==> src/rtl/pll_reset_sequencer_if.sv <==
// Lock/soft-reset inputs and reset/status outputs of pll_reset_sequencer.
// master drives the PLL lock and soft reset; slave is the sequencer itself.
interface pll_reset_sequencer_if;
  logic       pll_lock;
  logic       soft_reset;
  logic       core_reset;
  logic       core_resetn;
  logic       ready;
  logic [7:0] lock_loss_count;

  modport master (
    output pll_lock,
    output soft_reset,
    input  core_reset,
    input  core_resetn,
    input  ready,
    input  lock_loss_count
  );

  modport slave (
    input  pll_lock,
    input  soft_reset,
    output core_reset,
    output core_resetn,
    output ready,
    output lock_loss_count
  );
endinterface

==> src/rtl/pll_reset_sequencer.sv <==
// Core reset sequencer for the PLL clock domain: qualifies PLL lock, then holds and releases reset.
// Optional lock-loss counter is built only when PLL_RST_LOSS_CNT_EN is defined.
module pll_reset_sequencer #(
  parameter int LOCK_STABLE_CYCLES = 256,
  parameter int HOLD_CYCLES        = 16,
  parameter int SYNC_STAGES        = 2
) (
  input logic                  clk,
  input logic                  resetn,
  pll_reset_sequencer_if.slave bus
);

  localparam int MAX_CYC = (LOCK_STABLE_CYCLES > HOLD_CYCLES) ? LOCK_STABLE_CYCLES : HOLD_CYCLES;
  localparam int CNT_W   = (MAX_CYC > 1) ? $clog2(MAX_CYC) : 1;
  localparam logic [CNT_W-1:0] STABLE_LAST = CNT_W'(LOCK_STABLE_CYCLES - 1);
  localparam logic [CNT_W-1:0] HOLD_LAST   = CNT_W'(HOLD_CYCLES - 1);
  localparam logic [CNT_W-1:0] CNT_ONE     = CNT_W'(1);

  typedef enum logic [1:0] {
    WAIT_LOCK = 2'd0,
    STABLE    = 2'd1,
    HOLD      = 2'd2,
    RUN       = 2'd3
  } state_t;

  state_t                 state_r;
  logic [CNT_W-1:0]       cnt_r;
  logic [SYNC_STAGES-1:0] sync_r;
  logic                   lock_s;
  logic                   core_reset_r;
  logic                   core_resetn_r;
  logic                   ready_r;

  // Lock synchronizer; the only reader of the raw PLL lock flag.
  always_ff @(posedge clk or negedge resetn) begin
    if (!resetn) begin
      sync_r <= '0;
    end else begin
      sync_r <= {sync_r[SYNC_STAGES-2:0], bus.pll_lock};
    end
  end

  assign lock_s = sync_r[SYNC_STAGES-1];

  // Sequencing FSM; reset outputs follow the next state so they never glitch.
  always_ff @(posedge clk or negedge resetn) begin
    if (!resetn) begin
      state_r       <= WAIT_LOCK;
      cnt_r         <= '0;
      core_reset_r  <= 1'b1;
      core_resetn_r <= 1'b0;
      ready_r       <= 1'b0;
    end else begin
      core_reset_r  <= 1'b1;
      core_resetn_r <= 1'b0;
      ready_r       <= 1'b0;
      case (state_r)
        WAIT_LOCK: begin
          cnt_r <= '0;
          if (lock_s) begin
            state_r <= STABLE;
          end else begin
            state_r <= WAIT_LOCK;
          end
        end
        STABLE: begin
          if (!lock_s) begin
            state_r <= WAIT_LOCK;
            cnt_r   <= '0;
          end else if (cnt_r == STABLE_LAST) begin
            state_r <= HOLD;
            cnt_r   <= '0;
          end else begin
            cnt_r   <= cnt_r + CNT_ONE;
          end
        end
        HOLD: begin
          if (!lock_s) begin
            state_r <= WAIT_LOCK;
            cnt_r   <= '0;
          end else if (bus.soft_reset) begin
            state_r <= HOLD;
            cnt_r   <= '0;
          end else if (cnt_r == HOLD_LAST) begin
            state_r       <= RUN;
            cnt_r         <= '0;
            core_reset_r  <= 1'b0;
            core_resetn_r <= 1'b1;
            ready_r       <= 1'b1;
          end else begin
            cnt_r   <= cnt_r + CNT_ONE;
          end
        end
        RUN: begin
          cnt_r <= '0;
          if (!lock_s) begin
            state_r <= WAIT_LOCK;
          end else if (bus.soft_reset) begin
            state_r <= HOLD;
          end else begin
            state_r       <= RUN;
            core_reset_r  <= 1'b0;
            core_resetn_r <= 1'b1;
            ready_r       <= 1'b1;
          end
        end
        default: begin
          state_r <= WAIT_LOCK;
          cnt_r   <= '0;
        end
      endcase
    end
  end

  assign bus.core_reset  = core_reset_r;
  assign bus.core_resetn = core_resetn_r;
  assign bus.ready       = ready_r;

`ifdef PLL_RST_LOSS_CNT_EN
  logic [7:0] loss_cnt_r;

  // Saturating count of lock losses seen while running; only resetn clears it.
  always_ff @(posedge clk or negedge resetn) begin
    if (!resetn) begin
      loss_cnt_r <= 8'h00;
    end else if ((state_r == RUN) && !lock_s && (loss_cnt_r != 8'hFF)) begin
      loss_cnt_r <= loss_cnt_r + 8'h01;
    end else begin
      loss_cnt_r <= loss_cnt_r;
    end
  end

  assign bus.lock_loss_count = loss_cnt_r;
`else
  assign bus.lock_loss_count = 8'h00;
`endif

endmodule

==> src/flat_wrapper.sv <==
// flat-port wrapper written by rule: the top's interface ports become plain ports
module pll_reset_sequencer_flat 
#(
  parameter int LOCK_STABLE_CYCLES = 256,
  parameter int HOLD_CYCLES        = 16,
  parameter int SYNC_STAGES        = 2
)
  (clk, resetn, bus_pll_lock, bus_soft_reset, bus_core_reset, bus_core_resetn, bus_ready, bus_lock_loss_count);
  pll_reset_sequencer_if bus_i ();
  input logic clk;
  input logic resetn;
  input wire logic [$bits(bus_i.pll_lock)-1:0] bus_pll_lock;
  input wire logic [$bits(bus_i.soft_reset)-1:0] bus_soft_reset;
  output wire logic [$bits(bus_i.core_reset)-1:0] bus_core_reset;
  output wire logic [$bits(bus_i.core_resetn)-1:0] bus_core_resetn;
  output wire logic [$bits(bus_i.ready)-1:0] bus_ready;
  output wire logic [$bits(bus_i.lock_loss_count)-1:0] bus_lock_loss_count;
  assign bus_i.pll_lock = bus_pll_lock;
  assign bus_i.soft_reset = bus_soft_reset;
  assign bus_core_reset = bus_i.core_reset;
  assign bus_core_resetn = bus_i.core_resetn;
  assign bus_ready = bus_i.ready;
  assign bus_lock_loss_count = bus_i.lock_loss_count;
  pll_reset_sequencer #(.LOCK_STABLE_CYCLES(LOCK_STABLE_CYCLES), .HOLD_CYCLES(HOLD_CYCLES), .SYNC_STAGES(SYNC_STAGES)) u_core (.clk(clk), .resetn(resetn), .bus(bus_i));
endmodule
==> config.mk <==
export PLATFORM = sky130hd
export DESIGN_NAME = pll_reset_sequencer_flat
export DESIGN_NICKNAME = d
export VERILOG_FILES = /design/src/rtl/pll_reset_sequencer_if.sv /design/src/rtl/pll_reset_sequencer.sv /design/src/flat_wrapper.sv
export SDC_FILE = /design/constraint.sdc
export NUM_CORES = 1
export LEC_CHECK = 0
export CAP_MARGIN = 25
export CORE_MARGIN = 5
export CORE_UTILIZATION = 43
export DETAILED_ROUTE_END_ITERATION = 7
export GPL_ROUTABILITY_DRIVEN = 0
export GPL_TIMING_DRIVEN = 0
export PLACE_DENSITY_LB_ADDON = 0.2
export SLEW_MARGIN = 20
export SYNTH_ARGS = -nofsm -noshare
export SYNTH_HDL_FRONTEND = slang
export SYNTH_SLANG_ARGS = --single-unit
==> constraint.sdc <==
create_clock -name clk -period 1.6 [get_ports clk]
set_clock_uncertainty 0.15 [all_clocks]
set_input_delay 0.4 -clock clk [delete_from_list [all_inputs] [get_ports clk]]
set_output_delay 0.4 -clock clk [all_outputs]
set_load 0.1 [all_outputs]
Word level (Yosys, flattened, before mapping)
Index checks and enable logic that the tools add are counted.
- register bits after elaboration: 14
- bits of input ports: 4
- output and inout port bits: 11
- word-level logic and storage cells: 43
- add/sub/neg operators: 1
- equal/unequal tests: 7
- muxes and demuxes: 27
- reductions and logical operators: 3
- operator list (kind ; count):
    $mux 8 ; 5
    $pmux 8 s3 ; 1
    $mux 1 ; 12
    $mux 2 ; 6
    $add 8x1->8 const B ; 1
    $eq 8x4->1 const B ; 1
    $eq 8x8->1 const B ; 1
    $pmux 2 s4 ; 1
    $eq 2x2->1 const B ; 2
    $ne 4x4->1 const B ; 1
    $pmux 1 s2 ; 2
    $ne 3x3->1 const B ; 1
    $eq 2x1->1 const B ; 1
    $logic_not 2->1 ; 1
    $reduce_and 2->1 ; 1
    $reduce_or 2->1 ; 1

Longest topological paths before layout
Gate-level depths: netlist of run 1.
- depth after elaboration: 5
- depth in mapped cells: 4

Least setup slack after synthesis of run 1
Ideal clock, no wire load.
- path kind: flip-flop to output port
- start point: register u_core.ready_r (netlist: u_core.bus.ready)
- end point: output bus_ready
- arrival: 1.324 ns
- data required time: 1.050 ns
- path slack: -0.274 ns
- cell stages (with the launch flop): 2
- buffers on the path: 1
- cells stage by stage: dfrtp_1 -> buf_4
- RTL lines (element ; RTL line ; source):
    from (decl) ; pll_reset_sequencer.sv:32 ; logic ready_r;
    from (signal assigned) ; pll_reset_sequencer.sv:52 ; ready_r <= 1'b0;
    from (signal assigned) ; pll_reset_sequencer.sv:56 ; ready_r <= 1'b0;
    from (signal assigned) ; pll_reset_sequencer.sv:89 ; ready_r <= 1'b1;
    to (decl) ; flat_wrapper.sv:16 ; output wire logic [$bits(bus_i.ready)-1:0] bus_ready;
No word-level cell between the ends.

Worst setup path after layout of run 1
- start point: register u_core.cnt_r[4]
- end point: register u_core.cnt_r[7]
- longest elaborated chain between the ends: 5
- ends and longest elaborated chain (element ; RTL line ; source):
    from (decl) ; pll_reset_sequencer.sv:27 ; logic [CNT_W-1:0] cnt_r;
    from (signal assigned) ; pll_reset_sequencer.sv:74 ; cnt_r <= cnt_r + CNT_ONE;
    from (signal assigned) ; pll_reset_sequencer.sv:91 ; cnt_r <= cnt_r + CNT_ONE;
    $add 8x1->8 / $eq 8x4->1 (equally long branches) ; pll_reset_sequencer.sv:74, pll_reset_sequencer.sv:91, pll_reset_sequencer.sv:84 ;
    $mux 8 ; pll_reset_sequencer.sv:84 ; end else if (cnt_r == HOLD_LAST) begin
    $mux 8 ; pll_reset_sequencer.sv:81 ; end else if (bus.soft_reset) begin
    $mux 8 ; pll_reset_sequencer.sv:78 ; if (!lock_s) begin
    $pmux 8 s3 (*) ; pll_reset_sequencer.sv:57 ; case (state_r)
Mark *: on every way between the ends. The rest lies on a longest branch, timed or not.
A chain may end at the register's enable or synchronous reset.

==> metrics.md, run 1 <==
| Metric | Value |
|---|---|
| Setup WS pre-CTS | `-0.5699 ns` |
| Final setup violation count | `0` |
| Hold Crit Class | `flop to flop` |
| Final wirelength | `1.276 mm` |
| DR DRC count | `0` |
| Unique masters post-synth | `30` |
| CP arrival | `between 1.5 and 2 ns` |
| CTS tree | `built` |
| Slew Limit Headroom | `59.78%` |
| Min Hold Slack | `0.2068 ns` |
| Total GRT Usage | `a little under an eighth` |
| Hold Violations, Final | `0` |
| RR Startpoint | `u_core.cnt_r[4]$_DFF_PN0_` |
| Critical Path Source Type | `flop` |
| Top cell type's share of synthesized area | `45.69%` |
| Area of placed instances | `819.5 µm²` |
| Std cell rows | `14` |
| Initial Util | `46.19%` |
| Area grow syn2layout | `28.82%` |
| Remaining antenna violation count | `0` |
| Worst r2r dst | `u_core.cnt_r[7]$_DFF_PN0_` |
| CP max stage delay | `approximately 0.55 ns` |
| Required @ worst endpoint | `1.60 ns` |
| F_max | `630.7 MHz` |
| Sequential cell area fraction in the yosys report | `49.38%` |
| Hold depth | `0` |
| Yosys reg bits | `14` |
| DRT iter0 DRCs | `10` |
| IO Port Bufs | `6` |
| Largest net degree at the start of global routing | `15` |
| Die Height | `50.69 µm` |
| Hold Crit Start | `u_core.sync_r[0]$_DFF_PN0_` |
| Cells along the critical path | `or4_4, o211ai_4, a22oi_1` |
| Hold buffer count at cts | `0` |
| CP endpoint kind | `flop` |
| Hold Path End | `u_core.sync_r[1]$_DFF_PN0_` |
| Tmin final | `approximately 1.6 ns` |
| Slew Viols, Final | `0` |
| Worst slew pin tran | `0.6014 ns` |
| H-tree depth | `1` |
| CP max-delay cell | `or4_4` |
| Tcrit/Tclk final | `99.10%` |
| Share of flip-flops with an asynchronous set or reset | `100.0%` |
| Fin worst setup slack | `around 0.014 ns` |
| Layout cells sized above 1 | `34.12%` |
| Avg Cell Area, Syn | `10.95 µm²` |
| First-pass DRT Iterations | `4` |
| VDD IR-drop max | `463.8 µV` |
| Initial antenna violation count | `0` |
| Die Width | `50.69 µm` |
| CTS max path bufs | `2` |
| Vias in the first global route | `around 520` |
| R2R setup slack | `approximately 0.014 ns` |
| I/O Pins | `15` |
| Status | `completed` |
| Kind of critical path | `flop to flop` |
| Remaining global-route overflow | `0` |
| Clock Sinks | `14` |
| Antenna Cells | `0` |
| Pwr/cell area | `around 810 nW/µm²` |
| Hpwl dp | `approximately 900 µm` |
| Largest cells by area after synthesis | `dfrtp_1 (46%), buf_4 (9.5%), dfstp_2 (3.7%), o211ai_4 (3.0%), a21oi_1 (2.8%)` |
| Pleak | `0.4018 nW` |
| Yosys warnings | `0` |
| Routed vias/inst | `5.050` |
| DR vias | `between 500 and 600` |
| Post-synthesis cell count | `65` |
| Core area | `1541 µm²` |
| Worst path bufs/invs | `0` |
| Number of enable flip-flop cells after synthesis | `0` |
| RSZ-0062 raised after global routing | `yes` |
| Area leader, netlist | `dfrtp_1` |
| Worst reg2reg path depth | `3` |
| Main flop type after synthesis | `dfrtp_1` |
| Max-Cap Viols | `0` |
| Clock Latency Late Sink | `roughly 0.27 ns` |
| Cell Area, Synth | `711.9 µm²` |
| First-pass GRT wire length | `2.359 mm` |
| Root Buffer | `clkbuf_4` |
| Final setup TNS | `0 ns` |
| Num CTS Buffers | `3` |
| Average routed wire per standard cell | `~13 µm` |
| Die area | `2569 µm²` |
| Clk slew on worst S/H paths | `0.08 ns` |
| CP max FO | `6` |
| Top delay family on crit path | `simple AND/OR/NAND/NOR gates` |
| Layout Nets | `91` |
| Design area | `917.1 µm²` |
| Fillers | `134` |
[layer usage]
metal	track usage, %	vias up	wire [µm]
met5	0	-	0
met4	1.702	0	0
met3	5.917	0	96
met2	19.42	17	684
met1	14.52	237	495
li1	-	256	-
[synth_stat cells, types with 2 or more instances]
cell type / number
or3_2: 2
nand2_1: 3
xnor2_1: 2
buf_4: 9
nand3_1: 2
dfrtp_1: 13
nand4_1: 2
a22oi_1: 2
o21ai_0: 4
inv_1: 3
a21oi_1: 4
[cell usage in the layout (no fill, tap or decap), types with 2 or more instances in the layout]
master / instances
nand3_1: 2
clkdlybuf4s50_1: 3
nand2_1: 3
a21oi_1: 4
o21ai_0: 4
or3_2: 2
conb_1: 8
xnor2_1: 2
buf_4: 13
inv_1: 3
a22oi_1: 2
clkbuf_4: 3
dfrtp_1: 12
nand4_1: 2
[metrics by stage]
stage,utilization [%],std cells,total power (W)
detailed placement,53.17,94,0.0004967
global route,59.50,101,0.0007878
finish,59.50,101,0.0007428
global placement,53.17,94,0.0004962
CTS,57.14,101,0.0007527
floorplan,-,72,0.0004786
[what timing repair did]
action,in CTS,in global routing
endpoints found under the setup margin,9,11
resized for setup,20,6
pin swaps,2,4
buffers inserted,3,0
[kinds of logic after synthesis]
group	share of synthesized area, %
AO/OA/AOI/OAI	16.52
XOR/XNOR	3.691
adder cells (fa/ha/maj)	1.757
buffers and inverters	11.07
flip-flops	49.39
other	0.5267
AND/OR/NAND/NOR	17.05
[flip-flops by register name (all words and copies together) (netlist names)]
signal and cells:
u_core.bus.ready 1, u_core.bus.core_reset 1, u_core.cnt_r 8, u_core.sync_r 2, u_core.state_r 2
[worst max-delay path by stage]
| stage | start | end | slack (ns) | depth (start not counted) |
|---|---|---|---|---|
| floorplan | u_core.bus.ready$_DFF_PN0_ | bus_ready | 0.01 | 1 |
| global placement | u_core.bus.core_reset$_DFF_PN1_ | bus_core_reset | -0.56 | 1 |
| detailed placement | u_core.bus.core_reset$_DFF_PN1_ | bus_core_reset | -0.57 | 1 |
| CTS | u_core.cnt_r[4]$_DFF_PN0_ | u_core.cnt_r[7]$_DFF_PN0_ | -0.03 | 3 |
| global route | u_core.cnt_r[6]$_DFF_PN0_ | u_core.cnt_r[7]$_DFF_PN0_ | -0.06 | 3 |
| finish | u_core.cnt_r[4]$_DFF_PN0_ | u_core.cnt_r[7]$_DFF_PN0_ | 0.01 | 3 |
[final cells by class]
class                   count  area (µm²)  share of cell area, %
plain buffers               9       67.56                  7.367
clock buffers               4       36.28                  3.956
inverters                   3       11.26                  1.228
multi-input cells          46       337.8                  36.83
flip-flops and latches     14       352.8                  38.47
well taps                  16       20.02                  2.183
repair buffers              9       91.34                  9.959
[power by group]
group / internal (W) / total (W) / switching [W]
Clock: 0.000138 / 0.000248 / 0.000109
Sequential: 0.000360 / 0.000368 / 0.00000812
Combinational: 0.0000277 / 0.000127 / 0.0000997
Power figures use the tool's default switching activity.
==> inputs of run 2 (changes only) <==
--- a/config.mk
+++ b/config.mk
@@ -11,7 +11,7 @@
 export DETAILED_ROUTE_END_ITERATION = 7
 export GPL_ROUTABILITY_DRIVEN = 0
 export GPL_TIMING_DRIVEN = 0
-export PLACE_DENSITY_LB_ADDON = 0.2
+export PLACE_DENSITY_LB_ADDON = 0.1
 export SLEW_MARGIN = 20
 export SYNTH_ARGS = -nofsm -noshare
 export SYNTH_HDL_FRONTEND = slang
==> run 2 against run 1 <==
Compared with the run above:
- the run now ends with negative setup slack left
- worst setup slack got worse by 0.031 ns
- sequential share of layout area increased by 0.32 points
- via count fell by 0.98%
- first-iteration DRC count is 90% lower
- clock power down 15%
- count of clock-buffer cells in the layout stayed put
- utilization decreased by 0.49 points
- design area decreased by 0.82%
- cell count up 0.99%
- power decreased by 5.1%
- register-to-register slack lost 0.03 ns
- non-clock buffer count is 1 higher
- critical path type unchanged
- highest routed layer unchanged
==> metrics.md, run 2 (synthesized netlist as in run 1, its figures left out) <==
| Metric | Value |
|---|---|
| Die area | `2569 µm² (unchanged)` |
| Combinational share of power | `18.0% (+0.8 points)` |
| Total GRT Usage | `10.77% (-1.2 points)` |
| Remaining global-route overflow | `0 (unchanged)` |
| Layout cells sized above 1 | `36.05% (+1.9 points)` |
| Hold depth | `0 (unchanged)` |
| Clk slew on worst S/H paths | `0.08 ns (about the same)` |
| Required @ worst endpoint | `1.61 ns (about the same)` |
| Tcrit/Tclk final | `101.1% (+2.0 points)` |
| Status | `finished with violations` |
| Num CTS Buffers | `3 (unchanged)` |
| RR Startpoint | `u_core.cnt_r[5]$_DFF_PN0_` |
| DR DRC count | `0 (unchanged)` |
| Std cell rows | `14 (unchanged)` |
| Clock Sinks | `14 (unchanged)` |
| Average routed wire per standard cell | `12.03 µm (-4.8%)` |
| H-tree depth | `1 (unchanged)` |
| Pint | `0.0004835 W (-8.1%)` |
| Final wirelength | `1.227 mm (-3.8%)` |
| Slew Limit Headroom | `58.67% (-1.1 points)` |
| CP arrival | `1.62 ns (+0.04 ns)` |
| Largest Register | `u_core.cnt_r` |
| Min Hold Slack | `0.2024 ns (-0.004378 ns)` |
| Max-Cap Viols | `0 (unchanged)` |
| CTS max path bufs | `2 (unchanged)` |
| First-pass DRT Iterations | `2 (-2)` |
| Clk pwr share | `30.0% (-3.3 points)` |
| Largest regs | `u_core.cnt_r: 8 flops, u_core.state_r: 2 flops, u_core.sync_r: 2 flops` |
| Violated checks | `negative setup slack` |
| Worst reg2reg path depth | `3 (unchanged)` |
| DRT iter0 DRCs | `1 (-9)` |
| VDD IR-drop max | `576.4 µV (+24%)` |
| CP max stage delay | `0.56 ns (about the same)` |
| Layout Nets | `92 (+1.1%)` |
| Register share of total power | `52.0% (+2.5 points)` |
| Slew Viols, Final | `0 (unchanged)` |
| Worst slew pin tran | `0.6180 ns (+0.01659 ns)` |
| Sw Share | `31.43% (+2.2 points)` |
| Pleak | `0.3974 nW (-1.1%)` |
| Final setup violation count | `3 (+3)` |
| Setup WS pre-CTS | `-0.5650 ns (+0.004831 ns)` |
| Kind of critical path | `flop to flop` |
| Critical Path Source Type | `flop` |
| Hold Crit Class | `flop to flop` |
| First-pass GRT wire length | `2.166 mm (-8.2%)` |
| Fin worst setup slack | `-0.01702 ns (-0.03144 ns)` |
| Cells along the critical path | `or4_4, o211ai_4, a22oi_2` |
| Clock Latency Late Sink | `0.28 ns (about the same)` |
| Hold Path End | `u_core.sync_r[1]$_DFF_PN0_` |
| Largest net degree at the start of global routing | `15 (unchanged)` |
| Antenna Cells | `0 (unchanged)` |
| Tmin final | `1.617 ns (+0.03144 ns)` |
| Initial antenna violation count | `0 (unchanged)` |
| Worst r2r dst | `u_core.cnt_r[7]$_DFF_PN0_` |
| Root Buffer | `clkbuf_4` |
| Area grow syn2layout | `27.77%` |
| IO Port Bufs | `6 (unchanged)` |
| F_max | `618.4 MHz (-1.9%)` |
| CTS tree | `built` |
| Worst path bufs/invs | `0 (unchanged)` |
| Top delay family on crit path | `simple AND/OR/NAND/NOR gates` |
| RSZ-0062 raised after global routing | `yes` |
| Commonest cells after routing, fill and taps aside | `buf_4 (14), dfrtp_1 (12), conb_1 (8), a21oi_1 (4), o21ai_0 (4)` |
| Remaining antenna violation count | `0 (unchanged)` |
| DR vias | `505 (-0.98%)` |
| Hold Violations, Final | `0 (unchanged)` |
| Initial Util | `46.19% (unchanged)` |
| Hold Crit Start | `u_core.sync_r[0]$_DFF_PN0_` |
| Max reg flops | `8 (unchanged)` |
| R2R setup slack | `-0.02 ns (-0.03 ns)` |
| CP max-delay cell | `or4_4` |
| I/O Pins | `15 (unchanged)` |
| Die Width | `50.69 µm (unchanged)` |
| CP max FO | `6 (unchanged)` |
| CP endpoint kind | `flop` |
| P_sw | `0.0002216 W (+2.1%)` |
| Vias in the first global route | `504 (-3.8%)` |
| Most common cell after layout, fill and taps aside | `buf_4` |
| Worst path depth | `3 (unchanged)` |
| Hpwl dp | `889.5 µm (-1.4%)` |
| Routed vias/inst | `4.951 (-2.0%)` |
| Core area | `1541 µm² (unchanged)` |
| Pwr/cell area | `775.2 nW/µm² (-4.3%)` |
| Die Height | `50.69 µm (unchanged)` |
-- run 2: cell types whose count changed in the layout (fill, tap and decap cells not counted) --
cell      change
a22oi_1       -2
clkbuf_8      -1
clkbuf_1      +1
buf_4         +1
ha_4          -1
buf_8         +1
a22oi_2       +2
ha_2          +1
buf_12        -1
-- run 2: worst max path at each step --
stage	startpoint	endpoint	slack, ns
after floorplan	u_core.bus.ready$_DFF_PN0_	bus_ready	0.01
after global placement	u_core.bus.core_reset$_DFF_PN1_	bus_core_reset	-0.56
after detailed placement	u_core.bus.core_reset$_DFF_PN1_	bus_core_reset	-0.57
after CTS	u_core.cnt_r[5]$_DFF_PN0_	u_core.cnt_r[5]$_DFF_PN0_	-0.04
after global routing	u_core.cnt_r[5]$_DFF_PN0_	u_core.cnt_r[3]$_DFF_PN0_	-0.04
final	u_core.cnt_r[5]$_DFF_PN0_	u_core.cnt_r[7]$_DFF_PN0_	-0.02
-- run 2: stage by stage --
stage                     util (%)  instances  total power [W]  cell area (µm²)   TNS, ns
after detailed placement     53.17         94        0.0004965            819.5    -2.227
after global routing         59.01        102        0.0007340            909.6   -0.2318
final                        59.01        102        0.0007051            909.6  -0.02942
after CTS                    57.31        102        0.0007096            883.3  -0.07043
after global placement       53.17         94        0.0004964            819.5    -2.367
after floorplan                  -         72        0.0004786            739.5         0
-- run 2: worst register-to-register path, delay by kind of cell, from the launching register on --
family             cells  cell delay (ns)
DFF                    1             0.39
and+or+nand+nor        1             0.56
AOI/OAI and AO/OA      2             0.39
-- run 2: power by group through the flow --
stage / clock network (W) / logic [W] / registers, W
2_1_floorplan: 0 / 0.000108 / 0.000371
3_5_place_dp: 0 / 0.000125 / 0.000372
4_1_cts: 0.000219 / 0.000126 / 0.000365
6_report: 0.000212 / 0.000127 / 0.000366
3_3_place_gp: 0 / 0.000124 / 0.000372
5_1_grt: 0.000233 / 0.000134 / 0.000367
-- run 2: routing by layer --
layer / vias up / routed length, µm / GRT usage [%]
met4: 0 / 0 / 2.553
met3: 0 / 102 / 5.917
li1: 257 / - / -
met1: 237 / 502 / 12.04
met2: 11 / 623 / 17.77
met5: - / 0 / 0
-- run 2: layout make-up --
class | count | area, µm²
timing repair buffer | 10 | 93.84
multi-input combinational | 46 | 337.8
tap | 16 | 20.02
fill | 138 | 631.9
clock buffer | 4 | 26.28
buffer | 9 | 67.56
inverter | 3 | 11.26
sequential | 14 | 352.8
-- run 2: what timing repair did --
| action | 4_1_cts | 5_1_grt |
|---|---|---|
| setup buffers | 4 | 0 |
| hold buffers | 0 | 0 |
| pin swaps | 3 | 2 |
| gates resized for setup | 21 | 5 |
| setup endpoints to repair | 9 | 11 |
==> RTL edit: new RTL, config.mk and constraints of run 1 <==
The option `PLL_RST_LOSS_CNT_EN` is turned on by a define.
--- a/src/rtl/pll_reset_sequencer.sv
+++ b/src/rtl/pll_reset_sequencer.sv
@@ -1,5 +1,7 @@
 // Core reset sequencer for the PLL clock domain: qualifies PLL lock, then holds and releases reset.
 // Optional lock-loss counter is built only when PLL_RST_LOSS_CNT_EN is defined.
+`define PLL_RST_LOSS_CNT_EN
+
 module pll_reset_sequencer #(
   parameter int LOCK_STABLE_CYCLES = 256,
   parameter int HOLD_CYCLES        = 16,
Check against the original RTL: no difference found for any inputs over 10 cycles, from zero or initial values and one cycle with resetn low; that may be too few to reach the edited logic, so the function may still have changed.
==> RTL edit against run 1 <==
The flow now finishes with violations (setup timing); synthesized area increased by 38%; design area increased by 51%; non-clock buffer count increased by 6; wire length increased by 45%; total power increased by 140%; setup slack got worse by 0.047 ns; clock power increased by 22%; global-route usage increased by 0.78 points; via count increased by 44%; sequential cell count increased by 8; sequential share of layout area increased by 3.0 points; worst hold slack improved by 0.011 ns; critical path type unchanged; largest cell class unchanged; largest power group unchanged.
==> RTL edit: results (changes against run 1) <==
[yosys]
ys_types=29  ; was 30
ys_seq_area_frac=0.560  ; was 0.494
synth-xor-area-share=0.116  ; was 0.0369
yosys.area_share.adder=0.0254  ; was 0.0176

[timing]
setup_slack_ns=-0.0330  ; was 0.0144 ns
worstMarginPinSlew_ns=0.472  ; was 0.601 ns
setup_violations=7  ; was 0
setup-tns-final_ns=-0.151  ; was 0 ns

[layout]
layout-drive-gt1-share=0.425  ; was 0.341
finalNonFillerCells=141  ; was 101
seq_share=0.415  ; was 0.385
multi_input_area_share=0.340  ; was 0.368
fin_nets=120  ; was 91

[drt]
viasPerCell=5.21  ; was 5.05
first_pass_iters=6  ; was 4
wl_per_cell_um=13.1  ; was 12.6 um

[placement]
dp_worst_setup_slack_ns=-0.568  ; was -0.570 ns
io_buffers=14  ; was 6

[floorplan]
n_tap_cell=28  ; was 16

[setup_path]
r2r_start=u_core.cnt_r[5]  ; was u_core.cnt_r[4]
endpoint=u_core.cnt_r[5]  ; was u_core.cnt_r[7]

[outcome]
violations=setup timing
outcome=finished, violations left  ; was finished clean

[clock_network]
cts_setup_buffers=5  ; was 3

[power_and_ir_drop]
power_density_nw_per_um2=1280  ; was 810 nW/um2
leakage_nw=0.597  ; was 0.402 nW

[global_routing]
grt_pass1_wl_um=3370  ; was 2360 um
grt_pass1_vias=782  ; was 524

-- RTL edit: cell count changes after synthesis, moves of 5 or more --
| cell | change |
|---|---|
| buf_4 | -8 |
| nand2_1 | +5 |
| xnor2_1 | +7 |
| nor2_1 | +7 |
| dfrtp_1 | +8 |
-- RTL edit: layer usage --
layer | wire [um] | vias to the layer above | track usage
met3 | 69 | 2 | 0.0223
met1 | 865 | 361 | 0.163
li1 | - | 355 | -
met2 | 900 | 16 | 0.208
met5 | 0 | - | 0
met4 | 10 | 0 | 0.0596
-- RTL edit: worst register-to-register path, cell delays in order (launching register included) --
cell and delay (ns):
dfrtp_1 0.41, or4_4 0.55, o21ai_2 0.17, and2_4 0.21, nor2_1 0.06
-- RTL edit: power by group through the flow --
stage               clock, mW  sequential, mW  combinational (mW)
finish                  0.302           0.776               0.695
global route            0.334           0.793               0.742
CTS                     0.316           0.767               0.649
detailed placement          0           0.771               0.604
global placement            0           0.764               0.593
floorplan                   0            1.03               0.183
